[src/rtl/pipelined_adder_pkg.sv]
// Shared definitions for the pipelined adder.
//   OP_ADD / OP_SUB : encoding of the Sub input (0 = A+B, 1 = A-B)
//   DEFAULT_WIDTH   : default operand/result width in bits
//   DEFAULT_STAGES  : default number of pipeline slices
package pipelined_adder_pkg;

  localparam int DEFAULT_WIDTH  = 32;
  localparam int DEFAULT_STAGES = 4;

  typedef enum logic {
    OP_ADD = 1'b0,
    OP_SUB = 1'b1
  } op_e;

endpackage : pipelined_adder_pkg

[src/rtl/pipelined_adder_slice.sv]
// adder_slice: one SW-bit ripple slice of the pipelined adder.
//   a, b    : slice operands (b already inverted for subtraction)
//   cin     : carry into bit 0 of the slice
//   sum     : slice sum
//   cout    : carry out of the slice MSB
//   msb_cin : carry into the slice MSB (used for signed overflow)
module adder_slice #(
  parameter int SW = 8
) (
  input  logic [SW-1:0] a,
  input  logic [SW-1:0] b,
  input  logic          cin,
  output logic [SW-1:0] sum,
  output logic          cout,
  output logic          msb_cin
);

  logic [SW:0] total;

  assign total   = {1'b0, a} + {1'b0, b} + {{SW{1'b0}}, cin};
  assign sum     = total[SW-1:0];
  assign cout    = total[SW];
  // The MSB sum bit is a ^ b ^ carry-in, so the carry-in can be recovered.
  assign msb_cin = a[SW-1] ^ b[SW-1] ^ sum[SW-1];

endmodule : adder_slice

[src/rtl/pipelined_adder.sv]
// pipelined_adder: WIDTH-bit add/subtract split into STAGES carry-registered
// slices with a valid/ready handshake on both sides.
//   Clk, Reset           : clock, synchronous active-high reset
//   in_valid / in_ready  : input beat handshake
//   InputA, InputB, Sub  : operands and operation (0 = A+B, 1 = A-B)
//   out_valid / out_ready: result beat handshake
//   AddResult            : sum or difference modulo 2^WIDTH
//   CarryOut             : carry out of MSB (for Sub, 1 means no borrow)
//   Overflow             : signed two's-complement overflow
//   Zero                 : AddResult equals 0 (only while out_valid)
module pipelined_adder
  import pipelined_adder_pkg::*;
#(
  parameter int WIDTH  = DEFAULT_WIDTH,
  parameter int STAGES = DEFAULT_STAGES
) (
  input  logic             Clk,
  input  logic             Reset,
  input  logic             in_valid,
  output logic             in_ready,
  input  logic [WIDTH-1:0] InputA,
  input  logic [WIDTH-1:0] InputB,
  input  logic             Sub,
  output logic             out_valid,
  input  logic             out_ready,
  output logic [WIDTH-1:0] AddResult,
  output logic             CarryOut,
  output logic             Overflow,
  output logic             Zero
);

  localparam int SW   = WIDTH / STAGES;
  localparam int LAST = STAGES - 1;

  if (STAGES < 1 || (WIDTH % STAGES) != 0) begin : g_param_check
    $error("pipelined_adder: WIDTH must be a multiple of STAGES, STAGES >= 1");
  end

  // Per-stage registers: operands travel with the beat so later slices
  // always see the operand bits that belong to their own beat.
  logic [STAGES-1:0] valid_q, valid_d;
  logic [WIDTH-1:0]  a_q   [STAGES];
  logic [WIDTH-1:0]  a_d   [STAGES];
  logic [WIDTH-1:0]  b_q   [STAGES];
  logic [WIDTH-1:0]  b_d   [STAGES];
  logic [WIDTH-1:0]  res_q [STAGES];
  logic [WIDTH-1:0]  res_d [STAGES];
  logic              carry_q [STAGES];
  logic              carry_d [STAGES];
  logic              ovf_q   [STAGES];
  logic              ovf_d   [STAGES];

  logic [STAGES-1:0] advance;
  logic [WIDTH-1:0]  b_in;

  logic [SW-1:0] slice_a   [STAGES];
  logic [SW-1:0] slice_b   [STAGES];
  logic          slice_cin [STAGES];
  logic [SW-1:0] slice_sum [STAGES];
  logic          slice_cout    [STAGES];
  logic          slice_msb_cin [STAGES];

  // Subtraction is A + ~B + 1: invert B here, the +1 enters as stage-0 cin.
  assign b_in = InputB ^ {WIDTH{Sub == OP_SUB}};

  // A stage may take a new beat when it is empty or its occupant moves on.
  always_comb begin
    advance       = '0;
    advance[LAST] = !valid_q[LAST] || out_ready;
    for (int k = LAST - 1; k >= 0; k--) begin
      advance[k] = !valid_q[k] || advance[k+1];
    end
  end

  assign in_ready = advance[0];

  always_comb begin
    slice_a[0]   = InputA[SW-1:0];
    slice_b[0]   = b_in[SW-1:0];
    slice_cin[0] = Sub;
    for (int k = 1; k < STAGES; k++) begin
      slice_a[k]   = a_q[k-1][k*SW +: SW];
      slice_b[k]   = b_q[k-1][k*SW +: SW];
      slice_cin[k] = carry_q[k-1];
    end
  end

  for (genvar k = 0; k < STAGES; k++) begin : g_slice
    adder_slice #(.SW(SW)) u_slice (
      .a       (slice_a[k]),
      .b       (slice_b[k]),
      .cin     (slice_cin[k]),
      .sum     (slice_sum[k]),
      .cout    (slice_cout[k]),
      .msb_cin (slice_msb_cin[k])
    );
  end

  always_comb begin
    // NOTE: every output of this block gets a default (hold) first, so no
    // path through the conditionals below can infer a latch.
    valid_d = valid_q;
    a_d     = a_q;
    b_d     = b_q;
    res_d   = res_q;
    carry_d = carry_q;
    ovf_d   = ovf_q;

    // Data only loads when a real beat enters, so a stalled or emptied stage
    // keeps its last contents untouched.
    if (advance[0]) begin
      valid_d[0] = in_valid;
      if (in_valid) begin
        a_d[0]            = InputA;
        b_d[0]            = b_in;
        res_d[0]          = '0;
        res_d[0][SW-1:0]  = slice_sum[0];
        carry_d[0]        = slice_cout[0];
        ovf_d[0]          = slice_msb_cin[0] ^ slice_cout[0];
      end
    end

    for (int k = 1; k < STAGES; k++) begin
      if (advance[k]) begin
        valid_d[k] = valid_q[k-1];
        if (valid_q[k-1]) begin
          a_d[k]               = a_q[k-1];
          b_d[k]               = b_q[k-1];
          res_d[k]             = res_q[k-1];
          res_d[k][k*SW +: SW] = slice_sum[k];
          carry_d[k]           = slice_cout[k];
          ovf_d[k]             = slice_msb_cin[k] ^ slice_cout[k];
        end
      end
    end
  end

  // NOTE: sequential state uses non-blocking assignments only. The data
  // arrays are reset too, because the outputs must read 0 after reset.
  always_ff @(posedge Clk) begin
    if (Reset) begin
      valid_q <= '0;
      a_q     <= '{default: '0};
      b_q     <= '{default: '0};
      res_q   <= '{default: '0};
      carry_q <= '{default: 1'b0};
      ovf_q   <= '{default: 1'b0};
    end else begin
      valid_q <= valid_d;
      a_q     <= a_d;
      b_q     <= b_d;
      res_q   <= res_d;
      carry_q <= carry_d;
      ovf_q   <= ovf_d;
    end
  end

  assign out_valid = valid_q[LAST];
  assign AddResult = res_q[LAST];
  assign CarryOut  = carry_q[LAST];
  assign Overflow  = ovf_q[LAST];
  // Zero comes from the final registered result, qualified by valid so it
  // reads 0 after reset.
  assign Zero      = valid_q[LAST] && (res_q[LAST] == '0);

endmodule : pipelined_adder
[config.mk]
export PLATFORM = sky130hd
export DESIGN_NAME = pipelined_adder
export DESIGN_NICKNAME = d
export VERILOG_FILES = /design/src/rtl/pipelined_adder_pkg.sv /design/src/rtl/pipelined_adder_slice.sv /design/src/rtl/pipelined_adder.sv
export SDC_FILE = /design/constraint.sdc
export NUM_CORES = 1
export LEC_CHECK = 0
export CAP_MARGIN = 25
export CORE_MARGIN = 2
export CORE_UTILIZATION = 32
export CTS_BUF_LIST = sky130_fd_sc_hd__clkbuf_8
export CTS_CLUSTER_SIZE = 24
export DETAILED_ROUTE_END_ITERATION = 8
export DONT_BUFFER_PORTS = 1
export GPL_ROUTABILITY_DRIVEN = 0
export HOLD_SLACK_MARGIN = 0.08
export SLEW_MARGIN = 25
export SYNTH_ARGS = -nofsm -noshare
export SYNTH_HDL_FRONTEND = slang
export SYNTH_SLANG_ARGS = --single-unit
[constraint.sdc]
create_clock -name Clk -period 2.4 [get_ports Clk]
set_input_delay 0.6 -clock Clk [delete_from_list [all_inputs] [get_ports Clk]]
set_output_delay 0.6 -clock Clk [all_outputs]
set_load 0.02 [all_outputs]
==> report_table.html <==
<table>
<tr><th>Metric</th><th>Value</th></tr>
<tr><th colspan="2">Critical path</th></tr>
<tr><td>Setup slack, reg-to-reg</td><td>~0.18 ns</td></tr>
<tr><td>Crit path launch</td><td>AddResult[24]</td></tr>
<tr><td>FF-to-FF Start</td><td>a_q[104]</td></tr>
<tr><td>FF-to-FF End</td><td>carry_q[2]</td></tr>
<tr><td>Crit end category</td><td>primary output</td></tr>
<tr><td>Arrival time of data at the critical path endpoint</td><td>approximately 1.7 ns</td></tr>
<tr><td>Top fanout value on the critical path</td><td>3</td></tr>
<tr><td>CP startpoint kind</td><td>flop</td></tr>
<tr><td>Data required, critical path</td><td>1.80 ns</td></tr>
<tr><td>Worst reg-to-reg path cell count</td><td>7</td></tr>
<tr><td>Category of the most critical setup path</td><td>reg2out</td></tr>
<tr><th colspan="2">Floorplan</th></tr>
<tr><td>Effective utilization at floorplan</td><td>32.7%</td></tr>
<tr><td>Number of top-level design ports</td><td>106</td></tr>
<tr><td>Die Width</td><td>between 150 and 200 um</td></tr>
<tr><td>Number of placement rows</td><td>58</td></tr>
<tr><td>Overall die height</td><td>165 um</td></tr>
<tr><td>Placeable core area</td><td>25300 um^2</td></tr>
<tr><td>Total Die Area</td><td>27100 um^2</td></tr>
<tr><th colspan="2">Yosys</th></tr>
<tr><td>Register bit total from synthesis</td><td>185</td></tr>
<tr><td>Post-synthesis xor/xnor area fraction</td><td>4.13%</td></tr>
<tr><td>Combinational family with the most area after synthesis</td><td>simple AND/OR/NAND/NOR gates</td></tr>
<tr><td>Number of enable flip-flop cells after synthesis</td><td>0</td></tr>
<tr><td>Post-synth net total</td><td>approximately 1100</td></tr>
<tr><td>Post-synthesis instance area</td><td>between 8000 and 9000 um^2</td></tr>
<tr><td>Library cell with the largest summed area after synthesis</td><td>dfxtp_1</td></tr>
<tr><td>Syn Inst Count</td><td>1013</td></tr>
<tr><td>Share of cell area taken by muxes after synthesis</td><td>less than 1%</td></tr>
<tr><td>Top cells by area, synth</td><td>dfxtp_1, nand2_1, a21oi_1, ha_1, buf_4</td></tr>
<tr><td>Unique masters post-synth</td><td>51</td></tr>
<tr><td>Yosys warnings</td><td>0</td></tr>
<tr><td>Mapped Avg Cell Area</td><td>8.16 um^2</td></tr>
<tr><td>Top FF cell, synth</td><td>dfxtp_1</td></tr>
<tr><td>Synthesized-area fraction occupied by ao, oa, aoi and oai cells</td><td>17.7%</td></tr>
<tr><td>Fraction of registers with async set/reset</td><td>0%</td></tr>
<tr><td>Share of synthesized cell area in full adder, half adder and majority cells</td><td>5.93%</td></tr>
<tr><td>Area share of the leading cell type in the synthesized netlist</td><td>between 40 and 50%</td></tr>
<tr><td>Register area share after synthesis</td><td>44.8%</td></tr>
<tr><td>Share of synthesized cell area in and, or, nand and nor gates</td><td>19.7%</td></tr>
<tr><th colspan="2">Power</th></tr>
<tr><td>Psw</td><td>1.48 mW</td></tr>
<tr><td>Logic gate share of total power</td><td>8.0%</td></tr>
<tr><td>Switching Fraction</td><td>24.4%</td></tr>
<tr><td>Share of total power in the clock network</td><td>38.3%</td></tr>
<tr><td>Worst-case vdd ir drop</td><td>0.275 mV</td></tr>
<tr><td>Design Power</td><td>6.07 mW</td></tr>
<tr><td>Static Leakage</td><td>around 3.3 nW</td></tr>
<tr><td>Relative contribution of sequential cells to total power</td><td>53.7%</td></tr>
<tr><td>Total power per unit cell area</td><td>679 nW/um^2</td></tr>
<tr><td>Internal power</td><td>roughly 4.6 mW</td></tr>
<tr><th colspan="2">Detailed routing</th></tr>
<tr><td>Vias after detailed routing</td><td>6330</td></tr>
<tr><td>Final routed DRC violation total</td><td>0</td></tr>
<tr><td>Detailed Route Iter0 Violations</td><td>375</td></tr>
<tr><td>Detailed-route vias per instance</td><td>4.83</td></tr>
<tr><td>DRT Wirelength</td><td>~19000 um</td></tr>
<tr><td>Detailed-route wire length per cell</td><td>14.5 um</td></tr>
<tr><td>DRT antenna net count</td><td>0</td></tr>
<tr><td>Number of detailed-route iterations in the first pass</td><td>7</td></tr>
<tr><th colspan="2">Timing</th></tr>
<tr><td>Final setup fails</td><td>0</td></tr>
<tr><td>Max Clk Rate</td><td>roughly 440 MHz</td></tr>
<tr><td>Skew final</td><td>approximately 0.01 ns</td></tr>
<tr><td>Relative slew margins</td><td>roughly 57%</td></tr>
<tr><td>Max-slew violation count</td><td>0</td></tr>
<tr><td>Hold Slack</td><td>0.214 ns</td></tr>
<tr><td>Slack of the critical path</td><td>roughly 0.15 ns</td></tr>
<tr><td>Time the final worst path needs with I/O delays and setup</td><td>2.25 ns</td></tr>
<tr><td>Number of failing hold endpoints at the final stage</td><td>0</td></tr>
<tr><td>Worst-margin pin slew</td><td>around 0.64 ns</td></tr>
<tr><td>Setup repair after global routing missed its margin</td><td>yes</td></tr>
<tr><td>Final period util</td><td>93.9%</td></tr>
<tr><th colspan="2">Min path</th></tr>
<tr><td>Class of the tightest hold or removal check</td><td>in2reg</td></tr>
<tr><td>Worst min-delay path endpoint</td><td>res_q[40]</td></tr>
<tr><td>Depth of the worst hold-timing path</td><td>1</td></tr>
<tr><td>Worst hold start</td><td>Reset</td></tr>
<tr><th colspan="2">Clock tree</th></tr>
<tr><td>Number of levels the H-tree was split into</td><td>4</td></tr>
<tr><td>Buffer cell driving the clock tree root</td><td>clkbuf_8</td></tr>
<tr><td>TritonCTS Sinks</td><td>185</td></tr>
<tr><td>PostCTS Resize Cnt</td><td>3</td></tr>
<tr><td>Worst-case clock buffer depth</td><td>2</td></tr>
<tr><td>Hold-fix buffer count after cts</td><td>0</td></tr>
<tr><td>Clock-pin slew on the worst setup and hold paths</td><td>0.09 ns</td></tr>
<tr><td>CTS tree</td><td>yes</td></tr>
<tr><td>TritonCTS buffer count</td><td>17</td></tr>
<tr><td>Post-CTS Setup Inserts</td><td>0</td></tr>
<tr><td>Clk Latency, worst-skew pair</td><td>0.47 ns</td></tr>
<tr><th colspan="2">Layout</th></tr>
<tr><td># diodes</td><td>0</td></tr>
<tr><td>Final net count</td><td>1071</td></tr>
<tr><td>Fraction of layout instances using a drive strength above 1</td><td>8.57%</td></tr>
<tr><td>Layout area overhead</td><td>8.17%</td></tr>
<tr><td>Final design instance area without fill</td><td>8940 um^2</td></tr>
<tr><td>Area taken by multi-input logic gates</td><td>4040 um^2</td></tr>
<tr><td>Filler Cells Inserted</td><td>2682</td></tr>
<tr><td>Sequential cell area in the final layout</td><td>between 3000 and 4000 um^2</td></tr>
<tr><th colspan="2">Place</th></tr>
<tr><td>Count of input and output buffers</td><td>0</td></tr>
<tr><td>Worst slack at placement</td><td>0.173 ns</td></tr>
<tr><td>DP HPWL</td><td>roughly 14000 um</td></tr>
<tr><td>Post-place instance area</td><td>8430 um^2</td></tr>
<tr><th colspan="2">Run status</th></tr>
<tr><td>Outcome</td><td>complete, no violations</td></tr>
<tr><th colspan="2">Global routing</th></tr>
<tr><td>Maximum number of pins on one net before global-route repair</td><td>191</td></tr>
<tr><td>Number of global-route vias before repair</td><td>5834</td></tr>
<tr><td>All-Layer GR Usage</td><td>14.2%</td></tr>
<tr><td>Total gr overflow</td><td>0</td></tr>
<tr><td>Antenna violations before repair</td><td>0</td></tr>
<tr><td>Global-route wire length before repair</td><td>roughly 31000 um</td></tr>
<tr><th colspan="2">Flow run</th></tr>
<tr><td>Max-cap viol count</td><td>0</td></tr>
</table>
[critical path, cell delays in order, from the launching register on]
cell	delay, ns
dfxtp_1	0.41
nor4_2	0.29
nand4_1	0.12
nor3_1	0.19
buf_4	0.17
[per-stage QoR]
stage	TNS, ns	instances	util (%)
6_report	0	1310	35.4
5_1_grt	-0.0133	1310	35.4
4_1_cts	0	1310	35.3
3_5_place_dp	0	1278	33.4
3_3_place_gp	0	1278	33.4
2_1_floorplan	0	1013	-
[sequential cells by signal, indices dropped and copies added, names as in the netlist]
register / cells
a_q: 48
valid_q: 4
Overflow: 1
AddResult: 32
b_q: 48
carry_q: 3
CarryOut: 1
res_q: 48
[cell families (layout without fill, tap and decap cells)]
logic type,Yosys count,count (layout)
simple gates,389,389
xor+xnor,39,39
flops,185,185
compound gates,250,250
mux,5,5
fa+ha+maj,35,35
buf+inv,110,77
[area by class of cell]
cell class	count	share of cell area [%]
Multi-Input combinational cell	718	45.2
Timing Repair Buffer	34	3.13
Clock inverter	13	2.16
Inverter	11	0.462
Clock buffer	19	2.92
Tap cell	330	4.62
Sequential cell	185	41.5
[worst max-delay path by stage]
stage	endpoint	slack [ns]	cells past startpoint
after floorplan	res_q[103]	0.03	9
after global placement	carry_q[3]	0.18	8
after detailed placement	res_q[54]	0.17	6
after CTS	Zero	0.01	4
after global routing	Zero	-0.01	4
final	Zero	0.15	4
[power groups by stage]
stage                     Sequential, mW  Combinational [mW]  Clock [mW]
after CTS                           3.26               0.489        2.40
after floorplan                     3.30               0.450           0
final                               3.26               0.486        2.33
after global placement              3.33               0.482           0
after global routing                3.28               0.556        2.53
after detailed placement            3.33               0.486           0
[cells in the final DEF (no fill, tap or decap), types with 4 or more instances in the layout]
cell type,n
dfxtp_1,181
clkinv_4,4
fa_1,7
nor4_2,5
a31oi_1,4
inv_1,11
ha_1,28
mux2i_1,4
nor3_1,11
nand3_1,7
buf_4,32
o21a_1,5
o21ai_0,16
nand2_1,279
nand4_1,4
dfxtp_2,4
xor2_1,9
bufinv_16,4
xnor2_1,30
a211oi_1,35
and2_1,5
clkbuf_8,19
nor2_1,49
o311ai_1,4
nor4b_1,6
a21oi_1,153
a21o_1,7
[routing by layer]
layer	share of wire [%]	track usage [%]
met1	52	21.0
met2	40	19.1
met3	7.4	5.05
met4	0.93	4.27
met5	0	0
[cell usage after synthesis (all sizes together), types with 3 or more instances]
| cell | n |
|---|---|
| nand2 | 279 |
| dfxtp | 185 |
| a21oi | 154 |
| buf | 70 |
| nor2 | 50 |
| a211oi | 35 |
| xnor2 | 30 |
| clkbuf | 29 |
| ha | 28 |
| o21ai | 21 |
| inv | 11 |
| nor3 | 11 |
| xor2 | 9 |
| a21o | 7 |
| fa | 7 |
| nand3 | 7 |
| nor4 | 7 |
| nor4b | 7 |
| and2 | 5 |
| o21a | 5 |
| o311ai | 5 |
| a31oi | 4 |
| mux2i | 4 |
| nand4 | 4 |
| and3 | 3 |
| nand2b | 3 |
| nand3b | 3 |
| nor2b | 3 |
| o211ai | 3 |
| o31ai | 3 |
Note: power is estimated with default switching activity, not from simulation.
